<file path="config.mk">
export PLATFORM = sky130hd
export DESIGN_NAME = cv32e40s_irq_arbiter_flat
export DESIGN_NICKNAME = d
export VERILOG_FILES = /design/src/rtl/cv32e40s_irq_arbiter_if.sv /design/src/rtl/cv32e40s_irq_arbiter.sv /design/src/flat_wrapper.sv
export SDC_FILE = /design/constraint.sdc
export NUM_CORES = 1
export LEC_CHECK = 0
export ABC_AREA = 1
export BUFFER_PORTS_ARGS = -buffer_cell sky130_fd_sc_hd__buf_2
export CELL_PAD_IN_SITES_DETAIL_PLACEMENT = 1
export CELL_PAD_IN_SITES_GLOBAL_PLACEMENT = 2
export CORE_ASPECT_RATIO = 1.5
export CORE_MARGIN = 8
export CORE_UTILIZATION = 31
export CTS_CLUSTER_DIAMETER = 40
export DETAILED_ROUTE_END_ITERATION = 6
export PLACE_DENSITY_LB_ADDON = 0.3
export SYNTH_ARGS = -nofsm -noshare
export SYNTH_HDL_FRONTEND = slang
export SYNTH_SLANG_ARGS = --single-unit
</file>
<file path="constraint.sdc">
create_clock -name clk -period 91.4 [get_ports clk]
set_input_delay 13.71 -clock clk [delete_from_list [all_inputs] [get_ports clk]]
set_output_delay 13.71 -clock clk [all_outputs]
set_load 0.005 [all_outputs]
</file>
<file path="src/rtl/cv32e40s_irq_arbiter_if.sv">
// Request/acknowledge channel between the interrupt arbiter and the core controller.
interface cv32e40s_irq_arbiter_if #(
  parameter int NUM_IRQ = 32,
  parameter int PRIO_W  = 3
);
  localparam int ID_W = (NUM_IRQ > 1) ? $clog2(NUM_IRQ) : 1;

  logic              irq_req_o;
  logic [ID_W-1:0]   irq_id_o;
  logic [PRIO_W-1:0] irq_prio_o;
  logic              irq_ack_i;

  modport master (output irq_req_o, irq_id_o, irq_prio_o, input irq_ack_i);
  modport slave  (input irq_req_o, irq_id_o, irq_prio_o, output irq_ack_i);
endinterface

</file>
<file path="src/rtl/cv32e40s_irq_arbiter.sv">
// Parametrised priority/threshold interrupt arbiter with a frozen req/ack handshake.
// Edge-triggered pending latches are built only when CV32E40S_IRQ_EDGE_EN is defined.
//
// state  | meaning
// IDLE   | no request; latch the winner when any line is eligible
// REQ    | request presented, ID/priority frozen until ack or withdraw
// WAIT   | one-cycle gap after ack so the controller can update CSRs
module cv32e40s_irq_arbiter #(
  parameter int NUM_IRQ = 32,
  parameter int PRIO_W  = 3
) (
  input  logic                        clk,
  input  logic                        rst_n,
  input  logic [NUM_IRQ-1:0]          irq_i,
  input  logic [NUM_IRQ-1:0]          irq_ie_i,
  input  logic [NUM_IRQ-1:0]          irq_trig_i,
  input  logic [NUM_IRQ*PRIO_W-1:0]   irq_prio_i,
  input  logic [PRIO_W-1:0]           thresh_i,
  input  logic                        global_en_i,
  cv32e40s_irq_arbiter_if.master      irq_bus,
  output logic [NUM_IRQ-1:0]          pending_o,
  output logic                        irq_wu_o
);
  localparam int ID_W = (NUM_IRQ > 1) ? $clog2(NUM_IRQ) : 1;

  typedef enum logic [1:0] {S_IDLE, S_REQ, S_WAIT} state_e;

  state_e              state_q, state_d;
  logic [NUM_IRQ-1:0]  irq_q, pend_q, elig, sel;
  logic [PRIO_W-1:0]   line_prio [NUM_IRQ];
  logic                win_found, lat_elig, latch_en, req;
  logic [ID_W-1:0]     win_id;
  logic [PRIO_W-1:0]   win_prio;

  always_ff @(posedge clk) begin
    if (!rst_n) irq_q <= '0;
    else        irq_q <= irq_i;
  end

`ifdef CV32E40S_IRQ_EDGE_EN
  logic [NUM_IRQ-1:0] irq_prev, rise, ack_clr;

  assign rise    = irq_q & ~irq_prev;
  assign ack_clr = (state_q == S_REQ && irq_bus.irq_ack_i) ? sel : '0;

  // Level lines follow irq_q, which also discards any latch left from edge mode.
  always_ff @(posedge clk) begin
    if (!rst_n) begin
      irq_prev <= '0;
      pend_q   <= '0;
    end else begin
      irq_prev <= irq_q;
      pend_q   <= (irq_trig_i & ((pend_q & ~ack_clr) | rise)) | (~irq_trig_i & irq_q);
    end
  end
`else
  logic unused_trig;
  assign unused_trig = ^irq_trig_i;

  always_ff @(posedge clk) begin
    if (!rst_n) pend_q <= '0;
    else        pend_q <= irq_q;
  end
`endif

  always_comb begin
    for (int n = 0; n < NUM_IRQ; n++) begin
      line_prio[n] = irq_prio_i[n*PRIO_W +: PRIO_W];
      elig[n]      = pend_q[n] & irq_ie_i[n] & (line_prio[n] > thresh_i) & global_en_i;
      sel[n]       = (irq_bus.irq_id_o == ID_W'(n));
    end
  end

  assign lat_elig = |(elig & sel);

  // Ascending scan with >= lets the highest index win a priority tie.
  always_comb begin
    win_found = 1'b0;
    win_id    = '0;
    win_prio  = '0;
    for (int n = 0; n < NUM_IRQ; n++) begin
      if (elig[n] && (!win_found || line_prio[n] >= win_prio)) begin
        win_found = 1'b1;
        win_id    = ID_W'(n);
        win_prio  = line_prio[n];
      end
    end
  end

  always_ff @(posedge clk) begin
    if (!rst_n) state_q <= S_IDLE;
    else        state_q <= state_d;
  end

  always_comb begin
    state_d = state_q;
    case (state_q)
      S_IDLE: if (win_found) state_d = S_REQ;
      S_REQ: begin
        if (irq_bus.irq_ack_i) state_d = S_WAIT;
        else if (!lat_elig)    state_d = S_IDLE;
      end
      S_WAIT:  state_d = S_IDLE;
      default: state_d = S_IDLE;
    endcase
  end

  always_comb begin
    req      = (state_q == S_REQ);
    latch_en = (state_q == S_IDLE) && win_found;
  end

  always_ff @(posedge clk) begin
    if (!rst_n) begin
      irq_bus.irq_id_o   <= '0;
      irq_bus.irq_prio_o <= '0;
    end else if (latch_en) begin
      irq_bus.irq_id_o   <= win_id;
      irq_bus.irq_prio_o <= win_prio;
    end
  end

  assign irq_bus.irq_req_o = req;
  assign pending_o         = pend_q;
  assign irq_wu_o          = |(irq_i & irq_ie_i);
endmodule

</file>
<file path="src/flat_wrapper.sv">
// flat-port wrapper written by rule: the top's interface ports become plain ports
module cv32e40s_irq_arbiter_flat 
#(
  parameter int NUM_IRQ = 32,
  parameter int PRIO_W  = 3
)
  (clk, rst_n, irq_i, irq_ie_i, irq_trig_i, irq_prio_i, thresh_i, global_en_i, pending_o, irq_wu_o, irq_bus_irq_req_o, irq_bus_irq_id_o, irq_bus_irq_prio_o, irq_bus_irq_ack_i);
  cv32e40s_irq_arbiter_if #(.NUM_IRQ(NUM_IRQ), .PRIO_W(PRIO_W)) irq_bus_i ();
  input  logic clk;
  input  logic rst_n;
  input  logic [NUM_IRQ-1:0] irq_i;
  input  logic [NUM_IRQ-1:0] irq_ie_i;
  input  logic [NUM_IRQ-1:0] irq_trig_i;
  input  logic [NUM_IRQ*PRIO_W-1:0] irq_prio_i;
  input  logic [PRIO_W-1:0] thresh_i;
  input  logic global_en_i;
  output logic [NUM_IRQ-1:0] pending_o;
  output logic irq_wu_o;
  output wire logic [$bits(irq_bus_i.irq_req_o)-1:0] irq_bus_irq_req_o;
  output wire logic [$bits(irq_bus_i.irq_id_o)-1:0] irq_bus_irq_id_o;
  output wire logic [$bits(irq_bus_i.irq_prio_o)-1:0] irq_bus_irq_prio_o;
  input wire logic [$bits(irq_bus_i.irq_ack_i)-1:0] irq_bus_irq_ack_i;
  assign irq_bus_irq_req_o = irq_bus_i.irq_req_o;
  assign irq_bus_irq_id_o = irq_bus_i.irq_id_o;
  assign irq_bus_irq_prio_o = irq_bus_i.irq_prio_o;
  assign irq_bus_i.irq_ack_i = irq_bus_irq_ack_i;
  cv32e40s_irq_arbiter #(.NUM_IRQ(NUM_IRQ), .PRIO_W(PRIO_W)) u_core (.clk(clk), .rst_n(rst_n), .irq_i(irq_i), .irq_ie_i(irq_ie_i), .irq_trig_i(irq_trig_i), .irq_prio_i(irq_prio_i), .thresh_i(thresh_i), .global_en_i(global_en_i), .irq_bus(irq_bus_i), .pending_o(pending_o), .irq_wu_o(irq_wu_o));
endmodule
</file>
==> flow_results.org <==
** Status
- Run status :: finished clean

** STA
- Setup TNS :: 0 ns
- Worst clock skew :: between 0.008 and 0.009 ns
- Measured against its own limit, the worst slew margin works out to 31.2%.
- The clock period could shrink to just under 50 ns.
- The hold violation count in the final report came to 0.
- Setup repair after global routing left no endpoint under its margin.
- Of the available clock period, the critical path in the final layout requires 53.5%.
- Number of endpoints failing setup at the final stage :: 0
- Final hold analysis gives a worst-case slack of 0.414 ns.
- Count of final max-slew check failures :: 0
- For the pin with the worst max-slew slack, the measured transition is 1.02 ns.
- Maximum clock frequency :: around 0.02 GHz
- Worst Slack Setup Final :: 42.50 ns

** GRT
- The via count of the first global-routing pass is 10.5k.
- In the global route stage, overall resource usage came out at 19.0%.
- The number of antenna violations at the first check in global routing is 0.
- Total global routing overflow :: 0
- Largest net degree at the start of global routing :: 70
- The first global-routing pass estimated 52.4 mm of wire.

** Cells and area
- Most common cell after layout, fill and taps aside :: sky130_fd_sc_hd__nand2_1
- N_diodes :: 0
- After filler insertion, the fill cell instance count of the layout stands at about 3.9k.
- Measured on the finished design, the core utilization comes to 37.7%.
- Layout-stage area growth over the synthesis result :: 19.8%
- Most used cells in the layout excluding fill and tap cells :: 354 x sky130_fd_sc_hd__nand2_1, 232 x sky130_fd_sc_hd__inv_1, 208 x sky130_fd_sc_hd__buf_2, 167 x sky130_fd_sc_hd__ha_1, 96 x sky130_fd_sc_hd__o21ai_0
- After the last flow step, the layout net total stands at 1978.
- The finished layout holds 2007 standard cells, fillers aside.
- The post-route netlist has 22.3% of its cells at a drive strength greater than 1.

** Die
- Measured along the y axis, the die boundary spans roughly 230 um.
- # rows :: 76
- The die covers roughly 35000 um^2.
- The die is between 150 and 200 um wide.
- The total area inside the core boundary comes to 28800 um^2.
- Top-level port count :: 241
- Effective utilization at floorplan :: 31.5%

** Detailed routing
- Dividing the detail-routed wire length by the instance count gives 16.5 um.
- After detailed routing, the total wire length is 33.1 mm.
- Vias after detailed routing :: 9818
- Residual antenna-violating net count after detailed routing :: 0
- Dividing the detail-routed via count by the number of cells gives around 4.9.
- DRC violation total after the first TritonRoute iteration :: around 210
- For this run, the detailed router's first-pass iteration total came to 4.
- In the routed design, unresolved DRC markers number 0.

** Critical path
- Family with the most delay on the worst path :: simple AND/OR/NAND/NOR gates
- For this run, the slowest stage of the critical path takes 0.45 ns.
- Data on the critical path arrives at its endpoint at roughly 49 ns.
- Along the worst path, the maximum fanout reaches 32.
- Dominant cell type by count on the critical path :: sky130_fd_sc_hd__nand2_1
- The critical path contains buffers and inverters numbering 53 combined.
- The worst setup path is of the input pin to register kind.
- Crit path launch type :: input pin
- The worst setup path is captured at a register.
- Among all stages on the critical path, the largest delay is contributed by sky130_fd_sc_hd__buf_4.
- Required time of the critical path :: 91.66 ns

** Pwr
- For this design the static power due to leakage is 6.37 nW.
- For this design the ratio of total power to cell area is 11.2 nW/um^2.
- VDD sags by at most 8.60 uV.

** CTS
- The clock passes through at most 2 buffers.
- Post-CTS repair timing setup buffer count :: 0
- At the later pin of the worst-skew pair, clock insertion delay measures 0.37 ns.
- Number of clock sinks seen by CTS :: 74
- In this run the number of H-tree levels came out at 3.
- Clock tree synthesis selected as its root buffer the cell sky130_fd_sc_hd__clkbuf_16.
- Hold_buf cts :: 0
- Buffers inserted during clock tree synthesis total 9.
- The number of gates resized after CTS was 0.
- TritonCTS clock tree :: done
- Clock transition at the registers of the reported paths :: 0.07 ns

** Synthesis
- Yosys synthesis warning count :: 0
- Register area share after synthesis :: roughly 16%
- Synthesis inferred 74 register bits.
- Portion of synthesized cell area occupied by the leading cell type :: 23.0%
- The cell area that synthesis handed to floorplanning was 9070 um^2.
- Counting every net in the synthesized netlist gives 1764.
- Synthesis handed over a netlist of 1398 instances.
- After synthesis, the netlist uses 42 different library cells.
- Post-synth top area cell :: sky130_fd_sc_hd__ha_1
- After synthesis, the mean cell area works out to 6.49 um^2.
- By area the synthesized netlist is led by sky130_fd_sc_hd__ha_1 23%, sky130_fd_sc_hd__dfxtp_1 16%, sky130_fd_sc_hd__nand2_1 15%, sky130_fd_sc_hd__inv_1 9.6%, sky130_fd_sc_hd__o21ai_0 5.3%.

** Min path
- The min-delay analysis places its worst path in the category register to register.

** Place
- Pre-CTS worst setup slack :: 41.58 ns
- Once placement completed, the tool counted placed cells totaling ~2k.
- Routability Congestion :: 0.808
- Port buffering added 208 buffers.
- Post-detailed-placement half-perimeter wirelength :: 28.3 mm

** Flow run
- The tool flagged a number of max-cap violations equal to 0.
[Yosys cell counts]
cell type                   count
sky130_fd_sc_hd__a221o_1        1
sky130_fd_sc_hd__clkinv_1       1
sky130_fd_sc_hd__dfxtp_1       74
sky130_fd_sc_hd__a21oi_2        3
sky130_fd_sc_hd__nand2_1      354
sky130_fd_sc_hd__a21oi_1       23
sky130_fd_sc_hd__a2111oi_0      1
sky130_fd_sc_hd__o2111ai_1      1
sky130_fd_sc_hd__o21ai_0       96
sky130_fd_sc_hd__a21o_1         2
sky130_fd_sc_hd__o21ai_1        8
sky130_fd_sc_hd__clkbuf_1       7
sky130_fd_sc_hd__nor2_4         2
sky130_fd_sc_hd__a31oi_1        4
sky130_fd_sc_hd__nand3_2       16
sky130_fd_sc_hd__nand2_2       67
sky130_fd_sc_hd__a22o_1        10
sky130_fd_sc_hd__buf_6          2
sky130_fd_sc_hd__a22oi_1        1
sky130_fd_sc_hd__nor4_1         2
sky130_fd_sc_hd__nor3_1         4
sky130_fd_sc_hd__buf_4          3
sky130_fd_sc_hd__and2_1         8
sky130_fd_sc_hd__inv_1        232
sky130_fd_sc_hd__a221oi_1       8
sky130_fd_sc_hd__nand3_1       93
sky130_fd_sc_hd__nand2_4        8
sky130_fd_sc_hd__or2_2          5
sky130_fd_sc_hd__nor2_1        85
sky130_fd_sc_hd__a311oi_1      24
sky130_fd_sc_hd__nand2b_1       1
sky130_fd_sc_hd__o311ai_0       1
sky130_fd_sc_hd__and3_1         3
sky130_fd_sc_hd__or2_1          6
sky130_fd_sc_hd__nand3b_1       4
sky130_fd_sc_hd__a211oi_1      26
sky130_fd_sc_hd__a21boi_0       4
sky130_fd_sc_hd__o31ai_1        1
sky130_fd_sc_hd__nor2_2         8
sky130_fd_sc_hd__ha_1         167
sky130_fd_sc_hd__nand4_1       11
sky130_fd_sc_hd__inv_2         21
[power by group]
part | total, mW | switching [mW] | internal (mW)
sequential | 0.0359 | 0.00142 | 0.0345
clock | 0.0362 | 0.0174 | 0.0188
combinational | 0.0497 | 0.0304 | 0.0193
[logic make-up (layout without fill, tap and decap cells)]
| family | count (synthesis) | in the layout | synth area share, % |
|---|---|---|---|
| and+or+nand+nor | 677 | 677 | 34.5 |
| buffers and inverters | 266 | 485 | 11.3 |
| AOI/OAI and AO/OA | 214 | 214 | 14.8 |
| adders and majority gates | 167 | 167 | 23.0 |
| DFF | 74 | 74 | 16.3 |
[through the flow]
step                      cell area [um^2]  power [mW]
after floorplan                       9070      0.0701
after global placement               10600      0.0853
after detailed placement             10600      0.0874
after CTS                            10900       0.125
after global routing                 10900       0.133
final                                10900       0.122
[tightest hold or removal path, stage by stage (launching register included)]
cell	delay [ns]
sky130_fd_sc_hd__dfxtp_1	0.31
sky130_fd_sc_hd__nand2_1	0.05
sky130_fd_sc_hd__inv_1	0.04
[area by class of cell]
| class | count | area (um^2) | area share (%) |
|---|---|---|---|
| tap | 390 | 488 | 4.49 |
| clock buffer | 9 | 225 | 2.07 |
| sequential | 74 | 1480 | 13.6 |
| multi-input combinational | 1058 | 6570 | 60.4 |
| inverter | 254 | 953 | 8.77 |
| timing repair buffer | 215 | 1090 | 10.1 |
| clock inverter | 7 | 57.6 | 0.530 |
[layer usage]
metal  track usage (%)  routed length (um)  part of all wire [%]
met1              18.5               12300                    37
met2              38.3               18500                    56
met3              4.17                1590                   4.8
met4              5.68                 702                   2.1
met5                 0                   0                     0
[path summary, 6_finish.rpt]
path,from,to,slack (ns),depth (start not counted)
worst min-delay path,u_core.irq_q[5]$_SDFF_PN0_,u_core.pending_o[5]$_SDFF_PN0_,0.41,2
worst max-delay path,thresh_i[1],u_core.irq_bus.irq_prio_o[1]$_SDFFE_PN0P_,42.50,300
worst max register to register,u_core.pending_o[0]$_SDFF_PN0_,u_core.irq_bus.irq_prio_o[1]$_SDFFE_PN0P_,56.48,296
worst min register to register,u_core.irq_q[5]$_SDFF_PN0_,u_core.pending_o[5]$_SDFF_PN0_,0.41,2
[registers in the layout (all words and copies together) (netlist names)]
signal,cells
u_core.state_q,2
u_core.pending_o,32
u_core.irq_bus.irq_prio_o,3
u_core.irq_q,32
u_core.irq_bus.irq_id_o,5
(Power assumes the default switching activity.)
